<file path="src/rtl/shift_cmd_if.sv">
// Command/result channel between the CPU-side logic and the shift-register
// sequencer: valid/ready command, abort, and a one-cycle result pulse.
interface shift_cmd_if #(
  parameter int SIZE  = 4,
  parameter int CNT_W = 5
);
  logic             cmd_valid;
  logic             cmd_ready;
  logic [2:0]       cmd_op;
  logic [CNT_W-1:0] cmd_cnt;
  logic             cmd_fill;
  logic [SIZE-1:0]  cmd_data;
  logic             abort;
  logic             busy;
  logic             res_valid;
  logic [SIZE-1:0]  res_data;
  logic             res_err;
  logic             res_abort;

  modport master (
    output cmd_valid, cmd_op, cmd_cnt, cmd_fill, cmd_data, abort,
    input  cmd_ready, busy, res_valid, res_data, res_err, res_abort
  );

  modport slave (
    input  cmd_valid, cmd_op, cmd_cnt, cmd_fill, cmd_data, abort,
    output cmd_ready, busy, res_valid, res_data, res_err, res_abort
  );
endinterface

</file>
<file path="src/rtl/shift_cmd_ctrl.sv">
// Sequencer for an external universal shift register: runs one load, clear,
// shift or rotate command at a time and returns the register value on completion.
module shift_cmd_ctrl #(
  parameter int SIZE  = 4,
  parameter int CNT_W = 5
) (
  input  logic            clk,
  input  logic            rst,
  shift_cmd_if.slave      bus,
  output logic [1:0]      sr_mode,
  output logic            sr_sin,
  output logic [SIZE-1:0] sr_pdata,
  input  logic [SIZE-1:0] sr_q
);

  typedef enum logic [1:0] {IDLE, EXEC, CAP} state_e;

  typedef enum logic [2:0] {
    OP_NOP   = 3'b000,
    OP_LOAD  = 3'b001,
    OP_SHL   = 3'b010,
    OP_SHR   = 3'b011,
    OP_ROL   = 3'b100,
    OP_ROR   = 3'b101,
    OP_CLEAR = 3'b110,
    OP_ILL   = 3'b111
  } op_e;

  localparam logic [1:0] MODE_HOLD = 2'b00;
  localparam logic [1:0] MODE_SHR  = 2'b01;
  localparam logic [1:0] MODE_SHL  = 2'b10;
  localparam logic [1:0] MODE_LOAD = 2'b11;

  state_e           state;
  op_e              op_q;
  logic             fill_q;
  logic [SIZE-1:0]  data_q;
  logic [CNT_W-1:0] rem_q;
  logic             err_q;
  logic             abort_q;

  op_e  cmd_op;
  logic accept;
  logic cmd_is_shift;

  assign cmd_op       = op_e'(bus.cmd_op);
  assign accept       = bus.cmd_valid && bus.cmd_ready;
  assign cmd_is_shift = cmd_op inside {OP_SHL, OP_SHR, OP_ROL, OP_ROR};

  assign bus.cmd_ready = (state == IDLE);
  assign bus.busy      = (state != IDLE);

  // NOTE: sequential state uses non-blocking assignments so every register
  // samples pre-edge values and simulation matches the synthesized flops.
  always_ff @(posedge clk or negedge rst) begin
    if (!rst) begin
      state         <= IDLE;
      op_q          <= OP_NOP;
      fill_q        <= 1'b0;
      data_q        <= '0;
      rem_q         <= '0;
      err_q         <= 1'b0;
      abort_q       <= 1'b0;
      bus.res_valid <= 1'b0;
      bus.res_data  <= '0;
      bus.res_err   <= 1'b0;
      bus.res_abort <= 1'b0;
    end else begin
      bus.res_valid <= 1'b0;
      case (state)
        IDLE: begin
          if (accept) begin
            op_q    <= cmd_op;
            fill_q  <= bus.cmd_fill;
            data_q  <= bus.cmd_data;
            err_q   <= (cmd_op == OP_ILL);
            abort_q <= 1'b0;
            if (cmd_is_shift && bus.cmd_cnt != '0) begin
              rem_q <= bus.cmd_cnt;
              state <= EXEC;
            end else if (cmd_op == OP_LOAD || cmd_op == OP_CLEAR) begin
              rem_q <= CNT_W'(1);
              state <= EXEC;
            end else begin
              state <= CAP;
            end
          end
        end
        EXEC: begin
          rem_q <= rem_q - 1'b1;
          if (bus.abort) begin
            abort_q <= 1'b1;
            state   <= CAP;
          end else if (rem_q == CNT_W'(1)) begin
            state <= CAP;
          end
        end
        CAP: begin
          // The register is held in CAP, so sr_q is the final value here.
          bus.res_data  <= sr_q;
          bus.res_err   <= err_q;
          bus.res_abort <= abort_q;
          bus.res_valid <= 1'b1;
          state         <= IDLE;
        end
        default: state <= IDLE;
      endcase
    end
  end

  // Register drive is combinational so abort can suppress the current cycle
  // and the rotate wrap bit follows sr_q directly.
  // NOTE: every output gets a default before the case so no latch is inferred.
  always_comb begin
    sr_mode  = MODE_HOLD;
    sr_sin   = 1'b0;
    sr_pdata = '0;
    if (state == EXEC && !bus.abort) begin
      case (op_q)
        OP_SHL: begin
          sr_mode = MODE_SHL;
          sr_sin  = fill_q;
        end
        OP_SHR: begin
          sr_mode = MODE_SHR;
          sr_sin  = fill_q;
        end
        OP_ROL: begin
          sr_mode = MODE_SHL;
          sr_sin  = sr_q[SIZE-1];
        end
        OP_ROR: begin
          sr_mode = MODE_SHR;
          sr_sin  = sr_q[0];
        end
        OP_LOAD: begin
          sr_mode  = MODE_LOAD;
          sr_pdata = data_q;
        end
        OP_CLEAR: sr_mode = MODE_LOAD;
        default: ;
      endcase
    end
  end

endmodule
</file>
<file path="src/flat_wrapper.sv">
// flat-port wrapper written by rule: the top's interface ports become plain ports
module shift_cmd_ctrl_flat 
#(
  parameter int SIZE  = 4,
  parameter int CNT_W = 5
)
  (clk, rst, sr_mode, sr_sin, sr_pdata, sr_q, bus_cmd_valid, bus_cmd_op, bus_cmd_cnt, bus_cmd_fill, bus_cmd_data, bus_abort, bus_cmd_ready, bus_busy, bus_res_valid, bus_res_data, bus_res_err, bus_res_abort);
  shift_cmd_if #(.SIZE(SIZE), .CNT_W(CNT_W)) bus_i ();
  input  logic clk;
  input  logic rst;
  output logic [1:0] sr_mode;
  output logic sr_sin;
  output logic [SIZE-1:0] sr_pdata;
  input  logic [SIZE-1:0] sr_q;
  input wire logic [$bits(bus_i.cmd_valid)-1:0] bus_cmd_valid;
  input wire logic [$bits(bus_i.cmd_op)-1:0] bus_cmd_op;
  input wire logic [$bits(bus_i.cmd_cnt)-1:0] bus_cmd_cnt;
  input wire logic [$bits(bus_i.cmd_fill)-1:0] bus_cmd_fill;
  input wire logic [$bits(bus_i.cmd_data)-1:0] bus_cmd_data;
  input wire logic [$bits(bus_i.abort)-1:0] bus_abort;
  output wire logic [$bits(bus_i.cmd_ready)-1:0] bus_cmd_ready;
  output wire logic [$bits(bus_i.busy)-1:0] bus_busy;
  output wire logic [$bits(bus_i.res_valid)-1:0] bus_res_valid;
  output wire logic [$bits(bus_i.res_data)-1:0] bus_res_data;
  output wire logic [$bits(bus_i.res_err)-1:0] bus_res_err;
  output wire logic [$bits(bus_i.res_abort)-1:0] bus_res_abort;
  assign bus_i.cmd_valid = bus_cmd_valid;
  assign bus_i.cmd_op = bus_cmd_op;
  assign bus_i.cmd_cnt = bus_cmd_cnt;
  assign bus_i.cmd_fill = bus_cmd_fill;
  assign bus_i.cmd_data = bus_cmd_data;
  assign bus_i.abort = bus_abort;
  assign bus_cmd_ready = bus_i.cmd_ready;
  assign bus_busy = bus_i.busy;
  assign bus_res_valid = bus_i.res_valid;
  assign bus_res_data = bus_i.res_data;
  assign bus_res_err = bus_i.res_err;
  assign bus_res_abort = bus_i.res_abort;
  shift_cmd_ctrl #(.SIZE(SIZE), .CNT_W(CNT_W)) u_core (.clk(clk), .rst(rst), .bus(bus_i), .sr_mode(sr_mode), .sr_sin(sr_sin), .sr_pdata(sr_pdata), .sr_q(sr_q));
endmodule
</file>
<file path="config.mk">
export PLATFORM = sky130hd
export DESIGN_NAME = shift_cmd_ctrl_flat
export DESIGN_NICKNAME = d
export VERILOG_FILES = /design/src/rtl/shift_cmd_if.sv /design/src/rtl/shift_cmd_ctrl.sv /design/src/flat_wrapper.sv
export SDC_FILE = /design/constraint.sdc
export NUM_CORES = 1
export LEC_CHECK = 0
export ABC_AREA = 1
export CORE_AREA = 2 2 55 57
export CTS_CLUSTER_DIAMETER = 60
export DETAILED_ROUTE_END_ITERATION = 12
export DIE_AREA = 0 0 57 59
export PLACE_DENSITY_LB_ADDON = 0.25
export REMOVE_ABC_BUFFERS = 1
export SYNTH_ARGS = -nofsm -noshare
export SYNTH_HDL_FRONTEND = slang
export SYNTH_SLANG_ARGS = --single-unit
export TNS_END_PERCENT = 50
</file>
<file path="constraint.sdc">
create_clock -name clk -period 3.4 [get_ports clk]
set_input_delay 0.51 -clock clk [delete_from_list [all_inputs] [get_ports clk]]
set_output_delay 0.51 -clock clk [all_outputs]
set_load 0.01 [all_outputs]
</file>
Word level (Yosys, flattened, before mapping). Index checks and enable logic that the tools add are counted.

Register bits: 24. Logic and storage cells: 70. Input port bits: 21. Output and inout port bits: 16.

Mux-type cells: 20. Add/sub/neg operators: 1. Reductions and logical operators: 18. Equality and inequality tests: 20.

Operators by type and width (number): 3-bit equality test, second input constant (7); 5-bit two-way mux (3); 3-bit by 2-bit equality test with 1-bit output, second input constant (4); 2-bit two-way mux (6); 5-bit case mux with 2 select lines (1); 4-bit two-way mux (2); 2-bit OR reduction (4); 3-bit by 1-bit equality test with 1-bit output, second input constant (2); 2-bit case mux with 3 select lines (1); 3-bit AND reduction (2); 5-bit by 1-bit equality test with 1-bit output, second input constant (1); 5-bit nonzero test (1); 5-bit by 1-bit subtractor with 5-bit output, second input constant (1); 1-bit two-way mux (4); 2-bit != test, second input constant (2); 2-bit case mux with 2 select lines (1); 2-bit AND reduction (2); 2-bit nonzero test (2); 4-bit nonzero test (1); 1-bit logical AND (3); 3-bit by 2-bit != test with 1-bit output, second input constant (1); 3-bit != test, second input constant (1); 1-bit case mux with 3 select lines (1); 2-bit by 1-bit equality test with 1-bit output, second input constant (1); 5 further kinds (5).

Logic depth before layout (Yosys ltp). Gate-level depths: netlist of the first run.

Depth in word-level cells: 6. Depth in mapped cells: 8. Gate-level depth less buffers: 8.

Worst setup path before layout of the first run. Ideal clock, no wire load.

Path kind: register -> output. From: register u_core.state[1]. To: output sr_mode[0]. Data arrival time: 1050 ps. Cell stages (with the launch flop): 6. Required time: 2890 ps. Setup slack: 1840 ps. Path buffers: 0. Path through: dfrtp_1 inv_2 nand2_4 nor2_4 inv_2 nor3_2.

Longest elaborated chain between the ends: 3.

Ends and longest elaborated chain: start: declaration (RTL line shift_cmd_ctrl.sv:34) `state_e state;`; start signal: assignment (RTL line shift_cmd_ctrl.sv:57) `state <= IDLE;`; start signal: assignment (RTL line shift_cmd_ctrl.sv:80) `state <= EXEC;`; start signal: assignment (RTL line shift_cmd_ctrl.sv:83) `state <= EXEC;`; 2-bit by 1-bit equality test with 1-bit output (RTL line shift_cmd_ctrl.sv:118) `if (state == EXEC && !bus.abort) begin`; 1-bit logical AND (RTL line shift_cmd_ctrl.sv:118); 2-bit two-way mux (RTL line shift_cmd_ctrl.sv:118); end: declaration (RTL line flat_wrapper.sv:11) `output logic [1:0] sr_mode;`.

Every way passes these cells.

Worst setup path in the final report of the first run. Ends and elaborated chain as after synthesis.

==> impl_metrics.csv, run 1 <==
group,metric,value,unit
worst_setup_path,end_kind,"output pin",
logic_synthesis,ys_warn_count,0,
status,outcome,"finished, final reports clean",
hold_path,holdCritStartpoint,"u_core.bus.res_data[2]$_DFFE_PN0P_",
cells_and_area,layout_commonest_cell,"nand2_1",
clocking,holdBufCountCts,0,
logic_synthesis,synth.area.top_cells,"dfrtp_1 45%, nand2_1 19%, nand3_1 6.0%",
detailed_routing,dr.pass1.iters,4,
logic_synthesis,netlist_area,1330,µm²
floorplanning,die_height,59,µm
power,report.power.total,0.00142,W
placed_design,dp_hpwl,2430,µm
grt,grt_max_degree,25,
sta,maxSlewHeadroom,30.8,%
cells_and_area,layout_common_cells,"69 x nand2_1, 36 x clkdlybuf4s50_1, 24 x dfrtp_1",
flow_run,drv_cap,0,
power,p_leak,0.867,nW
clocking,htree_levels,1,
logic_synthesis,synthArstFlopShare,100,%
logic_synthesis,ys_seq_area_share,45.2,%
grt,grt.total_usage,20.8,%
worst_setup_path,reg2reg_from,"u_core.state[0]$_DFFE_PN0P_",
clocking,clock_path_buffers,2,
floorplanning,core,2710,µm²
worst_setup_path,cp_max_fo,9,
logic_synthesis,ys_seq_elements,24,
detailed_routing,dr_total_vias,1294,
sta,hold_violations,0,
grt,grt_pass1_vias,1224,
clocking,post-cts-setup-buffers,0,
worst_setup_path,r2r_end,"u_core.data_q[0]$_DFFE_PN0P_",
cells_and_area,synthToLayoutAreaGrowth,33.1,%
placed_design,post_dp_cell_area,1720,µm²
hold_path,hold_depth,2,
sta,finalCritPeriodShare,75.6,%
cells_and_area,n_antenna_cell,0,
grt,grt_util_met2,37.1,%
floorplanning,die_w,57,µm
sta,drv_slew,0,
floorplanning,start_util,49.1,%
logic_synthesis,synth_cell_type_count,22,
grt,antenna_found_initial,0,
clocking,clock_sinks,24,
detailed_routing,drc,0,
cells_and_area,drive_gt1_share,9.26,%
detailed_routing,wl_per_cell,12.5,µm
sta,tightest_slew,1030,ps
cells_and_area,final_nets,241,
worst_setup_path,critPathRequiredTime,2890,ps
sta,rsz0062_at_grt,"false",
grt,grt_pass1_wl,5380,µm
cells_and_area,final_cell_area,1770,µm²
logic_synthesis,yosysTopAreaCellShare,45.2,%
clocking,cts_resized,0,
detailed_routing,viasPerCell,5.24,
sta,fin_crit,2570,ps
floorplanning,die_area,3360,µm²
floorplanning,rows,19,
logic_synthesis,avgSynthCellArea,7.51,µm²
clocking,clkSlewWorstSetupHoldPaths,140,ps
worst_setup_path,reg2reg_slack,1960,ps
detailed_routing,drtIter0Drc,65,
worst_setup_path,worst-setup-path-type,"register to output pin",
logic_synthesis,synthCells,177,
floorplanning,ioPinCount,37,
cells_and_area,stdcell_count,247,
worst_setup_path,startpoint_type,"register",
clocking,insertion_delay,320,ps
hold_path,hold_end,"u_core.bus.res_data[2]$_DFFE_PN0P_",
sta,whs,487,ps
clocking,numCtsBuffers,3,
clocking,cts_tree,"yes",
sta,setup_viol,0,
clocking,clock-root-buffer,"clkbuf_4",
logic_synthesis,ys.flop_type,"dfrtp_1",
placed_design,dp.cells,243,
detailed_routing,antenna_left,0,
power,powerDensity,804,nW/µm²
placed_design,place_congestion,0.915,
sta,fin_skew,9.79,ps
logic_synthesis,synth-edff-count,0,
worst_setup_path,rr_worst_depth,6,
power,ir_worst_vdd,637,µV
grt,busiest_layer,"met2",
grt,overflow,0,
logic_synthesis,yosysTopAreaCell,"dfrtp_1",
worst_setup_path,arrival,2060,ps
detailed_routing,routed_wl,3080,µm
hold_path,hold_path.class,"register to register",
grt,grt_util_met3,4.37,%
placed_design,portBuffers,36,
cells_and_area,num-fill-cells,254,
sta,clock.fmax,389,MHz
sta,finalSetupTns,0,ps
grt,gr-usage-met1,24.8,%
-- layer usage --
layer,vias to the layer above,share of wire (%)
li1,631,-
met5,-,0
met4,0,2.0
met3,8,5.9
met1,608,41
met2,47,51
-- kinds of logic (layout without fill, tap and decap cells) --
family                   Yosys count  in the layout  synth area share (%)
buffers and inverters             23             62                  7.06
adder cells (fa/ha/maj)            3              3                  2.82
AO/OA/AOI/OAI                     16             16                  6.96
AND/OR/NAND/NOR                  111            111                  38.0
flip-flops                        24             24                  45.2
-- layout make-up --
type                            instances  area, µm²  share of cell area (%)
Inverter                               22       82.6                    4.66
Sequential cell                        24        601                    33.9
Tap cell                               31       38.8                    2.19
Clock buffer                            3       22.5                    1.27
Clock inverter                          1       30.0                    1.70
Multi-Input combinational cell        130        636                    35.9
Timing Repair Buffer                   36        360                    20.4
-- report_power, final --
part / total, W / internal [W] / switching (W)
registers: 0.000515 / 0.000412 / 0.000102
logic: 0.000702 / 0.000292 / 0.000410
clock network: 0.000207 / 0.000119 / 0.0000879
total: 0.00142 / 0.000824 / 0.000600
-- through the flow --
| step | utilization (%) | worst slack, ps |
|---|---|---|
| detailed placement | 63.4 | 863 |
| floorplan | - | 1840 |
| finish | 65.3 | 829 |
| global route | 65.3 | 744 |
| global placement | 63.4 | 941 |
| CTS | 65.3 | 830 |
-- critical path, cell delays in order (launching register included) --
cell,delay [ps]
dfrtp_1,460
inv_2,140
nand2_4,120
nor2_4,210
inv_2,70
nor3_2,190
clkdlybuf4s50_1,560
-- worst max-delay path by stage --
| stage | startpoint | end | cells after the start | slack (ps) |
|---|---|---|---|---|
| 2_1_floorplan | u_core.state[1]$_DFFE_PN0P_ | sr_mode[0] | 5 | 1840 |
| 3_3_place_gp | bus_abort | sr_mode[0] | 5 | 940 |
| 3_5_place_dp | bus_abort | sr_mode[0] | 5 | 860 |
| 4_1_cts | u_core.state[1]$_DFFE_PN0P_ | sr_mode[0] | 6 | 830 |
| 5_1_grt | u_core.state[1]$_DFFE_PN0P_ | sr_mode[0] | 6 | 740 |
| 6_report | u_core.state[1]$_DFFE_PN0P_ | sr_mode[0] | 6 | 830 |
-- synth_stat cells (2+ instances only) --
cell,count
nor2_4,4
nor2_1,12
nand3b_1,2
o21ai_1,5
o21ai_0,5
ha_1,3
nand3_1,16
a21oi_1,4
dfrtp_1,24
nor2_2,2
nand2_1,69
inv_1,17
inv_2,5
-- state kept, by name, summed over array words and instances, names as in the netlist --
| register | flops |
|---|---|
| u_core.bus.res_valid | 1 |
| u_core.rem_q | 5 |
| u_core.fill_q | 1 |
| u_core.bus.res_err | 1 |
| u_core.err_q | 1 |
| u_core.state | 2 |
| u_core.op_q | 3 |
| u_core.bus.res_data | 4 |
| u_core.abort_q | 1 |
| u_core.bus.res_abort | 1 |
| u_core.data_q | 4 |
No activity file was read; power rests on OpenSTA's default activity.
==> inputs of run 2 (changes only) <==
CORE_AREA = 2 2 57 59   (was 2 2 55 57)
DIE_AREA = 0 0 59 61   (was 0 0 57 59)
clock period = 2.66 ns   (was 3.4 ns; I/O delays follow)
==> run 2 against run 1 <==
Against the previous run:
- register-to-register slack worse by 770 ps
- sequential share of layout area increased by 0.12 points
- total power increased by 20%
- setup slack worse by 530 ps
- die area is 7.0% higher
- flip-flop and latch count unchanged
- global-route usage down 3.6 points
- critical path depth did not move
- critical path type unchanged
- highest routed layer unchanged
==> impl_metrics.csv, run 2 (synthesis results as in run 1) <==
group,metric,value,unit
sta,rsz0062_at_grt,"false",
clocking,post-cts-setup-buffers,0,
detailed_routing,antenna_left,0,
detailed_routing,routed_wl,2790,µm
worst_setup_path,reg2reg_slack,1190,ps
clocking,clock_sinks,24,
worst_setup_path,cp_slowest_cell,"clkdlybuf4s50_1",
detailed_routing,dr_total_vias,1234,
cells_and_area,final_nets,242,
sta,hold_violations,0,
grt,grt_max_degree,25,
sta,maxSlewHeadroom,78.5,%
placed_design,dp_hpwl,2220,µm
sta,finalCritPeriodShare,88.9,%
grt,grt_pass1_vias,1155,
worst_setup_path,startpoint,"u_core.state[1]$_DFFE_PN0P_",
worst_setup_path,critPathTopFamily,"buffers and inverters",
grt,grt_pass1_wl,4760,µm
power,p_leak,0.865,nW
cells_and_area,layout_commonest_cell,"nand2_1",
placed_design,portBuffers,36,
cells_and_area,top_register,"u_core.rem_q",
clocking,cts_tree,"yes",
detailed_routing,drtIter0Drc,77,
detailed_routing,wl_per_cell,11.2,µm
cells_and_area,synthToLayoutAreaGrowth,32.6,%
sta,drv_slew,0,
hold_path,hold_path.class,"input port to async pin",
grt,grt.total_usage,17.2,%
sta,fin_crit,2370,ps
worst_setup_path,cp_max_fo,9,
worst_setup_path,rr_worst_depth,6,
clocking,clkSlewWorstSetupHoldPaths,120,ps
status,outcome,"finished, final reports clean",
floorplanning,core,2950,µm²
cells_and_area,reg.largest.list,"u_core.rem_q x5, u_core.bus.res_data x4, u_core.data_q x4",
worst_setup_path,max_stage_delay,550,ps
cells_and_area,num-fill-cells,284,
worst_setup_path,crit_chain,"inv_2 > nand2_4 > nor2_4 > inv_2 > nor3_2 > clkdlybuf4s50_1",
cells_and_area,layout_common_cells,"69 x nand2_1, 36 x clkdlybuf4s50_1, 24 x dfrtp_1",
grt,antenna_found_initial,0,
clocking,cts_resized,0,
worst_setup_path,reg2reg_from,"u_core.state[0]$_DFFE_PN0P_",
floorplanning,start_util,45.0,%
worst_setup_path,end_kind,"output pin",
grt,overflow,0,
cells_and_area,largest_reg_flops,5,
floorplanning,ioPinCount,37,
clocking,clock_path_buffers,2,
cells_and_area,final_util,59.7,%
floorplanning,die_height,61,µm
worst_setup_path,startpoint_type,"register",
flow_run,drv_cap,0,
detailed_routing,dr.pass1.iters,4,
worst_setup_path,crit_buf_inv,3,
clocking,numCtsBuffers,3,
power,ir_worst_vdd,490,µV
worst_setup_path,arrival,1970,ps
sta,tightest_slew,322,ps
clocking,insertion_delay,300,ps
power,report.power.total,0.00171,W
clocking,htree_levels,1,
worst_setup_path,crit_end,"sr_mode[0]",
worst_setup_path,cpMostUsedCell,"inv_2",
detailed_routing,drc,0,
sta,fin_skew,2.00,ps
floorplanning,rows,20,
worst_setup_path,critPathRequiredTime,2260,ps
sta,whs,428,ps
clocking,clock-root-buffer,"clkbuf_4",
sta,setup_viol,0,
clocking,holdBufCountCts,0,
cells_and_area,n_antenna_cell,0,
floorplanning,die_w,59,µm
placed_design,place_congestion,0.857,
detailed_routing,viasPerCell,4.94,
worst_setup_path,r2r_end,"u_core.fill_q$_DFFE_PN0P_",
worst_setup_path,worst-setup-path-type,"register to output pin",
sta,finalSetupTns,0,ps
worst_setup_path,cp.depth,6,
floorplanning,die_area,3600,µm²
cells_and_area,drive_gt1_share,9.68,%
power,powerDensity,972,nW/µm²
sta,clock.fmax,423,MHz
==> run 2: cell types whose count changed in the layout (fill, tap and decap cells not counted), sizes merged <==
cell	previous run	this run
buf	0	1
clkbuf	3	4
bufinv	1	0
==> run 2: metrics by stage <==
| stage | worst slack [ps] | instance area (µm²) | std cells |
|---|---|---|---|
| after floorplan | 1210 | 1320 | 176 |
| after global placement | 403 | 1730 | 246 |
| after detailed placement | 383 | 1730 | 246 |
| after CTS | 279 | 1760 | 250 |
| after global routing | 174 | 1760 | 250 |
| final | 295 | 1760 | 250 |
==> run 2: power by group <==
part	total [W]	switching (W)	internal, W
Combinational	0.000877	0.000504	0.000373
Sequential	0.000653	0.000125	0.000527
Clock	0.000185	0.000101	0.0000835
==> run 2: worst min-delay path by stage <==
stage / start / endpoint / slack [ps] / cells after the start
2_1_floorplan: rst / u_core.abort_q$_DFFE_PN0P_ / 100 / 0
3_3_place_gp: u_core.bus.res_data[2]$_DFFE_PN0P_ / u_core.bus.res_data[2]$_DFFE_PN0P_ / 450 / 2
3_5_place_dp: u_core.bus.res_data[1]$_DFFE_PN0P_ / u_core.bus.res_data[1]$_DFFE_PN0P_ / 460 / 2
4_1_cts: rst / u_core.bus.res_data[0]$_DFFE_PN0P_ / 440 / 2
5_1_grt: rst / u_core.bus.res_data[3]$_DFFE_PN0P_ / 450 / 2
6_report: rst / u_core.bus.res_data[3]$_DFFE_PN0P_ / 430 / 2
==> run 2: layer usage <==
metal / global-route usage [%] / vias up / wire [µm]
met5: 0 / - / 0
met4: 4.22 / 0 / 36
met3: 4.48 / 4 / 162
met2: 30.0 / 38 / 1320
met1: 21.4 / 555 / 1270
li1: - / 637 / -
==> run 2: area by class of cell <==
class / instances / area (µm²) / area share, %
tap: 33 / 41.3 / 2.34
clock buffer: 4 / 36.3 / 2.06
sequential: 24 / 601 / 34.0
inverter: 22 / 82.6 / 4.68
timing repair buffer: 37 / 368 / 20.9
multi-input combinational: 130 / 636 / 36.0
==> run 2: worst reg2reg max path, stage by stage, from the launching register on <==
cell and delay, ps:
dfrtp_1 480, nor2_2 220, inv_2 80, nor2_4 270
inv_1 170, nand2_1 90, nand2_1 50
==> inputs of run 3 (changes only) <==
CORE_AREA = 2 2 50 52   (was 2 2 57 59)
DIE_AREA = 0 0 52 54   (was 0 0 59 61)
DONT_BUFFER_PORTS = 1   (was not set)
==> run 3 against run 2 <==
Against the previous run:
- non-clock buffer count is 36 lower
- critical path depth fell by 1
- largest cell class unchanged
- count of clock-buffer cells in the layout down 1
- clock skew is 5.7 ps higher
==> impl_metrics.csv, run 3 (synthesis results as in run 1) <==
group,metric,value,unit
placed_design,post_dp_cell_area,1360,µm²
sta,rsz0062_at_grt,"false",
cells_and_area,largest_reg_flops,5,
grt,grt_max_degree,25,
floorplanning,core,2320,µm²
worst_setup_path,cp_max_fo,9,
sta,layout_setup_ws,759,ps
power,power_switching_share,44.3,%
placed_design,place_ws,1120,ps
power,intPower,0.000905,W
worst_setup_path,reg2reg_from,"u_core.state[0]$_DFFE_PN0P_",
power,powerDensity,1140,nW/µm²
sta,maxSlewHeadroom,30.9,%
worst_setup_path,rr_worst_depth,6,
cells_and_area,final_cell_area,1420,µm²
cells_and_area,final_util,61.2,%
cells_and_area,drive_gt1_share,11.0,%
worst_setup_path,arrival,1500,ps
cells_and_area,n_antenna_cell,0,
detailed_routing,wl_per_cell,12.4,µm
hold_path,hold_end,"u_core.op_q[2]$_DFFE_PN0P_",
hold_path,hold_path.class,"input port to register",
placed_design,place_congestion,0.944,
floorplanning,rows,18,
clocking,clkSlewWorstSetupHoldPaths,130,ps
clocking,post-cts-setup-buffers,0,
power,power.switching,0.000719,W
hold_path,holdCritStartpoint,"bus_cmd_op[2]",
sta,tightest_slew,1030,ps
sta,setup_viol,0,
sta,drv_slew,0,
detailed_routing,drc,0,
detailed_routing,viasPerCell,5.41,
grt,overflow,0,
power,seq_power_share,42.3,%
floorplanning,ioPinCount,37,
clocking,clock_path_buffers,2,
sta,finalSetupTns,0,ps
floorplanning,die_w,52,µm
worst_setup_path,cpMostUsedCell,"inv_2",
floorplanning,die_height,54,µm
detailed_routing,dr_total_vias,1141,
clocking,htree_levels,1,
cells_and_area,top_register,"u_core.rem_q",
status,outcome,"finished, final reports clean",
grt,grt.total_usage,20.4,%
power,ir_worst_vdd,789,µV
worst_setup_path,critPathTopFamily,"simple AND/OR/NAND/NOR gates",
grt,grt_pass1_vias,991,
sta,whs,191,ps
sta,clock.fmax,526,MHz
power,p_comb_share,41.6,%
placed_design,dp_hpwl,2060,µm
cells_and_area,layout_common_cells,"69 x nand2_1, 24 x dfrtp_1, 17 x inv_1",
worst_setup_path,startpoint,"u_core.state[1]$_DFFE_PN0P_",
clocking,numCtsBuffers,3,
power,p_leak,0.735,nW
clocking,cts_tree,"yes",
worst_setup_path,end_kind,"output pin",
detailed_routing,routed_wl,2610,µm
worst_setup_path,crit_buf_inv,2,
worst_setup_path,max_stage_delay,460,ps
hold_path,hold_depth,2,
placed_design,portBuffers,0,
grt,antenna_found_initial,0,
clocking,insertion_delay,320,ps
clocking,clock-root-buffer,"clkbuf_4",
detailed_routing,antenna_left,0,
worst_setup_path,critPathRequiredTime,2260,ps
cells_and_area,reg.largest.list,"u_core.rem_q x5, u_core.bus.res_data x4, u_core.data_q x4",
sta,hold_violations,0,
sta,fin_skew,7.69,ps
detailed_routing,drtIter0Drc,29,
clocking,clock_sinks,24,
cells_and_area,final_nets,206,
worst_setup_path,r2r_end,"u_core.data_q[2]$_DFFE_PN0P_",
cells_and_area,synthToLayoutAreaGrowth,6.68,%
detailed_routing,dr.pass1.iters,4,
worst_setup_path,reg2reg_slack,1120,ps
grt,grt_pass1_wl,4220,µm
cells_and_area,layout_commonest_cell,"nand2_1",
worst_setup_path,worst-setup-path-type,"register to output pin",
sta,finalCritPeriodShare,71.5,%
worst_setup_path,cp_slowest_cell,"dfrtp_1",
flow_run,drv_cap,0,
sta,fin_crit,1900,ps
worst_setup_path,crit_chain,"inv_2 > nand2_4 > nor2_4 > inv_2 > nor3_2",
floorplanning,start_util,57.3,%
floorplanning,die_area,2810,µm²
power,clkPwrFrac,16.1,%
worst_setup_path,startpoint_type,"register",
-- run 3: area by class of cell --
cell class | instances | area, µm²
clock buffers | 3 | 22.5
clock inverters | 1 | 30.0
fillers | 218 | 901
inverters | 22 | 82.6
multi-input cells | 130 | 636
flip-flops and latches | 24 | 601
well taps | 30 | 37.5
repair buffers | 1 | 10.0
-- run 3: how the worst max path moves through the flow --
stage                                              end  slack, ps  cells past startpoint
after global routing                        sr_mode[1]        620                      5
final                                       sr_mode[0]        760                      5
after global placement    u_core.data_q[1]$_DFFE_PN0P_       1160                      6
after detailed placement                    sr_mode[0]       1120                      5
after CTS                                   sr_mode[0]        740                      5
after floorplan                             sr_mode[0]       1210                      5
-- run 3: per-layer routing --
metal / vias up / share of wire (%) / GRT usage (%)
met4: 0 / 1.3 / 4.39
met2: 45 / 51 / 35.0
li1: 564 / - / -
met5: - / 0 / 0
met1: 526 / 40 / 25.0
met3: 6 / 8.3 / 6.94
-- run 3: repair_timing --
action	in CTS	in global routing
setup endpoints to repair	0	0
endpoints found under the hold margin	24	0
hold buffers	1	0
resized for setup	0	0
-- run 3: metrics by stage --
stage	power [W]	std cells
floorplan	0.00121	176
global placement	0.00132	206
detailed placement	0.00136	206
CTS	0.00164	211
global route	0.00178	211
finish	0.00162	211
-- run 3: power groups by stage --
stage | sequential (W) | clock, W | combinational [W]
2_1_floorplan | 0.000659 | 0 | 0.000554
3_3_place_gp | 0.000682 | 0 | 0.000640
3_5_place_dp | 0.000689 | 0 | 0.000674
4_1_cts | 0.000684 | 0.000269 | 0.000682
5_1_grt | 0.000707 | 0.000283 | 0.000793
6_report | 0.000687 | 0.000261 | 0.000676
